--- config.mk ---
export PLATFORM = sky130hd
export DESIGN_NAME = gpr_access_arbiter
export DESIGN_NICKNAME = d
export VERILOG_FILES = /design/src/rtl/gpr_access_arbiter.sv
export SDC_FILE = /design/constraint.sdc
export NUM_CORES = 1
export LEC_CHECK = 0
export CORE_MARGIN = 2
export CORE_UTILIZATION = 44
export DETAILED_ROUTE_END_ITERATION = 6
export GPL_TIMING_DRIVEN = 1
export HOLD_SLACK_MARGIN = 0.02
export PLACE_DENSITY = 0.86
export SYNTH_ARGS = -nofsm -noshare
export SYNTH_HDL_FRONTEND = slang
export SYNTH_SLANG_ARGS = --single-unit
--- constraint.sdc ---
create_clock -name clk_i -period 4.54 [get_ports clk_i]
set_input_delay 0.908 -clock clk_i [delete_from_list [all_inputs] [get_ports clk_i]]
set_output_delay 0.908 -clock clk_i [all_outputs]
set_load 0.005 [all_outputs]
--- src/rtl/gpr_access_arbiter.sv ---
// ---------------------------------------------------------------------------
// gpr_access_arbiter
//
// Shares the single GPR read/write port between two requesters: port 0
// (CPU control unit) and port 1 (debug/loader).  Contested requests are
// granted round-robin.  Each transaction takes three cycles:
//   IDLE  -> the request is sampled and a port is granted
//   ISSUE -> exactly one GPR strobe is high (none for a rejected write)
//   DONE  -> one-cycle ack (and err) to the granted port
// Writes to register index 15 (flags, owned by GPR) are rejected with err.
//
// Ports
//   clk_i, rst_i                 clock, synchronous active-high reset
//   req0_i/req1_i                request, held until the matching ack
//   wr0_i/wr1_i                  1 = write, 0 = read
//   addr0_i/addr1_i              GPR address, three REG_W index fields
//   wdata0_i/wdata1_i            write data
//   ack0_o/ack1_o                one-cycle completion pulse
//   err0_o/err1_o                one-cycle pulse with ack: flags write rejected
//   rdata_o                      captured read result, shared by both ports
//   busy_o                       high whenever the FSM is not in IDLE
//   gpr_address_in_o             GPR write address
//   gpr_address_out_o            GPR read address
//   gpr_data_in_o                GPR write data
//   gpr_data_out_i               GPR read data (sum of three registers)
//   GPR_rd_o/GPR_wr_o            registered GPR strobes, high only in ISSUE
// ---------------------------------------------------------------------------
module gpr_access_arbiter #(
    parameter int DATA_W = 14,
    parameter int ADDR_W = 12,
    parameter int REG_W  = 4
) (
    input  logic              clk_i,
    input  logic              rst_i,
    input  logic              req0_i,
    input  logic              req1_i,
    input  logic              wr0_i,
    input  logic              wr1_i,
    input  logic [ADDR_W-1:0] addr0_i,
    input  logic [ADDR_W-1:0] addr1_i,
    input  logic [DATA_W-1:0] wdata0_i,
    input  logic [DATA_W-1:0] wdata1_i,
    output logic              ack0_o,
    output logic              ack1_o,
    output logic              err0_o,
    output logic              err1_o,
    output logic [DATA_W-1:0] rdata_o,
    output logic              busy_o,
    output logic [ADDR_W-1:0] gpr_address_in_o,
    output logic [ADDR_W-1:0] gpr_address_out_o,
    output logic [DATA_W-1:0] gpr_data_in_o,
    input  logic [DATA_W-1:0] gpr_data_out_i,
    output logic              GPR_rd_o,
    output logic              GPR_wr_o
);

    typedef enum logic [1:0] {
        IDLE  = 2'd0,
        ISSUE = 2'd1,
        DONE  = 2'd2
    } state_t;

    localparam logic [REG_W-1:0] FLAGS_IDX = {REG_W{1'b1}};

    state_t              state_q, state_d;
    logic                prio_q, prio_d;
    logic                gntPort_q, gntPort_d;
    logic                isRead_q, isRead_d;
    logic                reject_q, reject_d;
    logic [DATA_W-1:0]   rdata_q, rdata_d;
    logic                ack0_q, ack0_d;
    logic                ack1_q, ack1_d;
    logic                err0_q, err0_d;
    logic                err1_q, err1_d;
    logic                gprRd_q, gprRd_d;
    logic                gprWr_q, gprWr_d;
    logic [ADDR_W-1:0]   gprAddrIn_q, gprAddrIn_d;
    logic [ADDR_W-1:0]   gprAddrOut_q, gprAddrOut_d;
    logic [DATA_W-1:0]   gprDataIn_q, gprDataIn_d;

    logic                anyReq;
    logic                grantPort;
    logic                selWr;
    logic [ADDR_W-1:0]   selAddr;
    logic [DATA_W-1:0]   selWdata;
    logic                selFlags;
    logic                take;

    // State register plus every registered output; reset returns the FSM to
    // IDLE and clears all outputs, so an in-flight transaction is dropped
    // without an ack.
    always_ff @(posedge clk_i) begin
        if (rst_i) begin
            state_q      <= IDLE;
            prio_q       <= 1'b0;
            gntPort_q    <= 1'b0;
            isRead_q     <= 1'b0;
            reject_q     <= 1'b0;
            rdata_q      <= '0;
            ack0_q       <= 1'b0;
            ack1_q       <= 1'b0;
            err0_q       <= 1'b0;
            err1_q       <= 1'b0;
            gprRd_q      <= 1'b0;
            gprWr_q      <= 1'b0;
            gprAddrIn_q  <= '0;
            gprAddrOut_q <= '0;
            gprDataIn_q  <= '0;
        end else begin
            state_q      <= state_d;
            prio_q       <= prio_d;
            gntPort_q    <= gntPort_d;
            isRead_q     <= isRead_d;
            reject_q     <= reject_d;
            rdata_q      <= rdata_d;
            ack0_q       <= ack0_d;
            ack1_q       <= ack1_d;
            err0_q       <= err0_d;
            err1_q       <= err1_d;
            gprRd_q      <= gprRd_d;
            gprWr_q      <= gprWr_d;
            gprAddrIn_q  <= gprAddrIn_d;
            gprAddrOut_q <= gprAddrOut_d;
            gprDataIn_q  <= gprDataIn_d;
        end
    end

    // Next-state logic: a fixed three-cycle walk once any request is seen.
    always_comb begin
        state_d = state_q;
        unique case (state_q)
            IDLE:    if (req0_i || req1_i) state_d = ISSUE;
            ISSUE:   state_d = DONE;
            DONE:    state_d = IDLE;
            default: state_d = IDLE;
        endcase
    end

    // Arbitration: a lone requester wins; when both ask, prio names the
    // winner.  The strobes and GPR buses are computed here from the granted
    // request so that they are already registered when ISSUE begins.
    always_comb begin
        anyReq    = req0_i || req1_i;
        grantPort = (req0_i && req1_i) ? prio_q : req1_i;
        selWr     = grantPort ? wr1_i    : wr0_i;
        selAddr   = grantPort ? addr1_i  : addr0_i;
        selWdata  = grantPort ? wdata1_i : wdata0_i;
        selFlags  = (selAddr[ADDR_W-1 -: REG_W] == FLAGS_IDX);
        take      = (state_q == IDLE) && anyReq;
    end

    // Output logic: strobes, ack and err are single-cycle pulses and default
    // low; the GPR buses, rdata and the latched grant hold their values.
    always_comb begin
        prio_d       = prio_q;
        gntPort_d    = gntPort_q;
        isRead_d     = isRead_q;
        reject_d     = reject_q;
        rdata_d      = rdata_q;
        ack0_d       = 1'b0;
        ack1_d       = 1'b0;
        err0_d       = 1'b0;
        err1_d       = 1'b0;
        gprRd_d      = 1'b0;
        gprWr_d      = 1'b0;
        gprAddrIn_d  = gprAddrIn_q;
        gprAddrOut_d = gprAddrOut_q;
        gprDataIn_d  = gprDataIn_q;

        if (take) begin
            gntPort_d = grantPort;
            isRead_d  = !selWr;
            reject_d  = selWr && selFlags;
            // The winner always loses the next contested round.
            prio_d    = !grantPort;
            if (!selWr) begin
                gprRd_d      = 1'b1;
                gprAddrOut_d = selAddr;
            end else if (!selFlags) begin
                gprWr_d     = 1'b1;
                gprAddrIn_d = selAddr;
                gprDataIn_d = selWdata;
            end
        end

        // End of ISSUE: capture the read result and raise the DONE pulses.
        if (state_q == ISSUE) begin
            if (isRead_q) begin
                rdata_d = gpr_data_out_i;
            end
            ack0_d = !gntPort_q;
            ack1_d = gntPort_q;
            err0_d = !gntPort_q && reject_q;
            err1_d = gntPort_q && reject_q;
        end
    end

    assign busy_o            = (state_q != IDLE);
    assign ack0_o            = ack0_q;
    assign ack1_o            = ack1_q;
    assign err0_o            = err0_q;
    assign err1_o            = err1_q;
    assign rdata_o           = rdata_q;
    assign GPR_rd_o          = gprRd_q;
    assign GPR_wr_o          = gprWr_q;
    assign gpr_address_in_o  = gprAddrIn_q;
    assign gpr_address_out_o = gprAddrOut_q;
    assign gpr_data_in_o     = gprDataIn_q;

endmodule

# ---- Yosys cells after proc, flatten, opt, wreduce, memory -nomap -nowiden
# Cells that the tools add are included.
dict set report op_classes {
  muxes 8
  n_reduce_logical 17
  n_bitwise 4
  eq_ne 3
}
# op n
set op_table {}
lappend op_table {{$mux 14} 1}
lappend op_table {{$mux 12} 1}
lappend op_table {{$logic_and 1x1->1} 5}
lappend op_table {{$eq 4x4->1 const B} 1}
lappend op_table {{$mux 1} 4}
lappend op_table {{$not 1->1} 4}
lappend op_table {{$pmux 2 s2} 1}
lappend op_table {{$reduce_and 2->1} 2}
lappend op_table {{$reduce_or 2->1} 2}
lappend op_table {{$logic_not 1->1} 3}
lappend op_table {{$reduce_and 3->1} 1}
lappend op_table {{$reduce_or 3->1} 1}
lappend op_table {{$eq 2x1->1 const B} 1}
lappend op_table {{$logic_not 2->1} 1}
lappend op_table {{$mux 2} 1}
lappend op_table {{$ne 2x2->1 const B} 1}
lappend op_table {{$reduce_bool 2->1} 1}
lappend op_table {{$logic_or 1x1->1} 1}
dict set report word_totals {
  word_cells 47
  inputBits 72
  ff_bits 64
}

# ---- Depth between registers and ports, before layout
dict set report depth {
  ltp_word 6
  ltp_mapped 7
}

# ---- Least setup slack after synthesis
# Ideal clock, no wire load.
dict set report synth_timing {
  path_kind {input -> register}
  startpoint {in req1_i}
  endpoint {reg gprAddrIn_q[4], in the netlist gpr_address_in_o[4]}
  cell_stages 7
  path_buffers 3
  setup_time_ps 86
  setup_slack_ps 2488
  t_arrival_ps 1966
  cell_sequence {buf_2 > a21boi_2 > and4_1 > buf_4 > buf_2 > nor3_1 > a211oi_1}
}
dict set report synth_between {
  elab_chain_len 6
  word_cells_on_any_way 9
}
# element line
set synth_lines {}
lappend synth_lines {{start, declared} 36} ;# input logic req1_i,
lappend synth_lines {{$logic_and 1x1->1} 144} ;# grantPort = (req0_i && req1_i) ? prio_q : req1_i;
lappend synth_lines {{$mux 1} 144}
lappend synth_lines {{$mux 12} 146} ;# selAddr = grantPort ? addr1_i : addr0_i;
lappend synth_lines {{$eq 4x4->1} 148} ;# selFlags = (selAddr[ADDR_W-1 -: REG_W] == FLAGS_IDX);
lappend synth_lines {{$not 1->1 (no line)} n/a}
lappend synth_lines {{$reduce_and 3->1 (no line)} n/a}
lappend synth_lines {{end signal, assigned} 122} ;# gprAddrIn_q <= gprAddrIn_d;
lappend synth_lines {{end, declared} 77} ;# logic [ADDR_W-1:0] gprAddrIn_q, gprAddrIn_d;
# Parallel ways exist; a longest one is shown, timed or not.
# A chain may end at the register's enable or synchronous reset.

# ---- Final worst setup path
dict set report layout_timing {
  startpoint {in req1_i}
  endpoint {reg gprDataIn_q[3], in the netlist gpr_data_in_o[3]}
}
dict set report layout_between {
  elab_chain_len 6
  word_cells_on_any_way 10
}
# element line
set layout_lines {}
lappend layout_lines {{$logic_and 1x1->1} 144}
lappend layout_lines {{$mux 1} 144}
lappend layout_lines {{$mux 12} 146}
lappend layout_lines {{$eq 4x4->1} 148}
lappend layout_lines {{$not 1->1 (no line)} n/a}
lappend layout_lines {{$reduce_and 3->1 (no line)} n/a}
lappend layout_lines {{end signal, assigned} 124} ;# gprDataIn_q <= gprDataIn_d;
lappend layout_lines {{end, declared} 79} ;# logic [DATA_W-1:0] gprDataIn_q, gprDataIn_d;
# Parallel ways exist; a longest one is shown, timed or not.

==> results.tsv <==
metric	value	unit
drt drc	0	
period utilization	68.38	%
Clock transition at path regs	0.07	ns
LEAKAGE	1.520	nW
Mapped Avg Cell Area	8.990	um^2
CP delay by family, top	simple AND/OR/NAND/NOR gates	
register area share after synthesis	47.04	%
DR WL/cell	16.54	um
crit-path cells	clkdlybuf4s50_1 > nor3b_2 > and4_1 > nor3_1 > a311oi_1	
Gates resized, CTS repair	0	
clk_skew	0.007302	ns
Peak VDD IR	0.0002482	V
area grow syn2layout	55.26	%
clk root buf	clkbuf_8	
die width	82.68	um
R2R cell count	4	
Final setup violation count	0	
minimum clock period	3.104	ns
stages on the worst setup path	5	
total design power	1.582	mW
CTS Buf Count	9	
H-tree levels	3	
filler cell count	467	
Antenna Nets Post-Route	0	
largest net degree at the start of global routing	33	
crit path max fanout	26	
RSZ-0062 raised after global routing	no	
Final WS setup	1.436	ns
Die Ht	82.68	um
largest cells by area after synthesis	dfxtp_1, nand2_1, nor3_1	
Ports	131	
Synth area leader	dfxtp_1	
CTS Buffer Depth	2	
total setup buffers inserted after CTS	0	
DRC violation total after the first TritonRoute iteration	135	
Slew headroom	31.38	%
Worst EP arrival	3.36	ns
Final #Nets	490	
syn nets	375	
share of the synthesized area in the top cell type	47.04	%
share of layout cells above drive strength 1	8.983	%
ys async rst share	0	%
Detail Placement HPWL	5809	um
Max Cap Violations	0	
final WL	8239	um
first-pass GRT wire length	12470	um
FP Rows	28	
setup_tns	0	ns
WHS	0.4592	ns
WS Path Type	input port to register	
Congestion Overflow GR	0	
vias per std cell	5.590	
Initial DRT Pass Iterations	4	
Crit. End Element	register	
Netlist Area Pre-Place	2724	um^2
Worst Hold Class	register to register	
Slew Limit Fails	0	
pre-CTS setup slack	1.116	ns
Clock Latency Late Sink	0.35	ns
worst r2r src	prio_q	
Synth Instances	303	
critical path required time	4.80	ns
Post-CTS Hold Fix Bufs	0	
port bufs	130	
Post-synth EDFFs	0	
vias in the first global route	2639	
Ant. Diodes	0	
aggregate global-route resource usage	24.12	%
RD Place Congestion	0.8353	
pwr dens	374.1	nW/um^2
die area	6836	um^2
initial cell density of the core	45.74	%
Crit. Startpoint	req1_i	
startpoint types	input port	
CP max stage cell	and4_1	
RR Endpoint	gpr_address_out_o[10]	
Synth Register Bits	64	
via count	2784	
Max stage delay on crit path	0.86	ns
synth unique cells	39	
CTS tree	built	
Post-synth top flop	dfxtp_1	
core box area	5956	um^2
Fmax	322.1	MHz
worst slew pin tran	1.024	ns
initial antenna violation count	0	
status	completed	
end point of the critical path	gpr_data_in_o[3]	
Sink Count	64	
fin util	71.01	%
Crit path buffers/inverters	1	
Final Hold Fails	0	
r2r setup slk	2.25	ns
yosys warns	0	
==> worst min-delay path by stage <==
stage	start	endpoint	slack, ns	depth (start not counted)
2_1_floorplan	gntPort_q	ack0_o	0.43	1
3_3_place_gp	rdata_o[9]	rdata_o[9]	0.44	2
3_5_place_dp	rdata_o[12]	rdata_o[12]	0.45	2
4_1_cts	rdata_o[8]	rdata_o[8]	0.46	2
5_1_grt	rdata_o[8]	rdata_o[8]	0.47	2
6_report	rdata_o[8]	rdata_o[8]	0.46	2
==> synthesized netlist by cell type, types with 2 or more instances <==
| cell type | instances |
|---|---|
| buf_6 | 3 |
| and4_1 | 3 |
| a21oi_1 | 29 |
| a211oi_1 | 9 |
| buf_2 | 5 |
| a211oi_2 | 8 |
| nor2b_1 | 2 |
| o22ai_1 | 4 |
| nand2_1 | 48 |
| and2_1 | 2 |
| mux2i_1 | 8 |
| buf_4 | 6 |
| a311oi_1 | 17 |
| nand4_1 | 4 |
| nand3_1 | 21 |
| and3_1 | 2 |
| clkbuf_1 | 15 |
| nor3_1 | 31 |
| nor2_1 | 3 |
| dfxtp_1 | 64 |
==> state kept, by name, indices dropped and copies added, names as in the netlist <==
register / count
GPR_wr_o: 1
gntPort_q: 1
rdata_o: 14
gpr_data_in_o: 14
err0_o: 1
prio_q: 1
gpr_address_in_o: 12
state_q: 2
ack1_o: 1
ack0_o: 1
err1_o: 1
GPR_rd_o: 1
gpr_address_out_o: 12
isRead_q: 1
reject_q: 1
==> worst min-delay path, delay by kind of cell, from the launching register on <==
kind | cells | cell delay (ns)
flip-flops | 1 | 0.31
AO/OA/AOI/OAI | 1 | 0.05
AND/OR/NAND/NOR | 1 | 0.05
==> area by class of cell <==
class	count	area [um^2]	area share, %
timing repair buffer	133	1319	31.18
clock buffer	10	137.6	3.254
sequential	64	1281	30.30
multi-input combinational	209	1279	30.24
inverter	1	3.754	0.08876
clock inverter	6	115.1	2.722
tap	75	93.84	2.219
==> logic make-up after synthesis <==
logic type,share of synthesized area (%)
buffers and inverters,6.017
AND/OR/NAND/NOR,22.46
AO/OA/AOI/OAI,21.54
multiplexers,2.940
flip-flops,47.04
==> where the power goes <==
part | internal, mW | switching [mW] | leakage (nW)
clock network | 0.382 | 0.230 | 0.123
logic | 0.186 | 0.148 | 0.872
registers | 0.609 | 0.0275 | 0.525
total | 1.18 | 0.406 | 1.52
==> placed cells by master (no fill, tap or decap), drive strengths merged, types with 2 or more instances in the layout <==
cell type	synthesis	routed
a211oi	17	17
a21boi	2	2
a21oi	30	30
a311oi	19	19
and2	2	2
and3	2	2
and4	3	3
buf	14	4
bufinv	0	3
clkbuf	15	10
clkdlybuf4s50	0	129
dfxtp	64	64
inv	1	2
mux2i	8	8
nand2	49	49
nand3	21	21
nand4	4	4
nor2	4	4
nor2b	2	2
nor3	32	32
nor3b	2	2
o22ai	4	4
==> layer usage <==
layer | GRT usage (%) | share of wire (%) | vias to the layer above
met1 | 29.39 | 40 | 1287
met3 | 8.696 | 10 | 24
met4 | 11.48 | 3.2 | 0
met2 | 37.82 | 46 | 135
li1 | - | - | 1338
met5 | 0 | 0 | -
==> per-stage QoR <==
stage          instances  area (um^2)
6_report             498         4229
5_1_grt              498         4229
4_1_cts              498         4229
3_5_place_dp         482         3976
3_3_place_gp         482         3976
2_1_floorplan        303         2724
No activity file was read; power rests on OpenSTA's default activity.
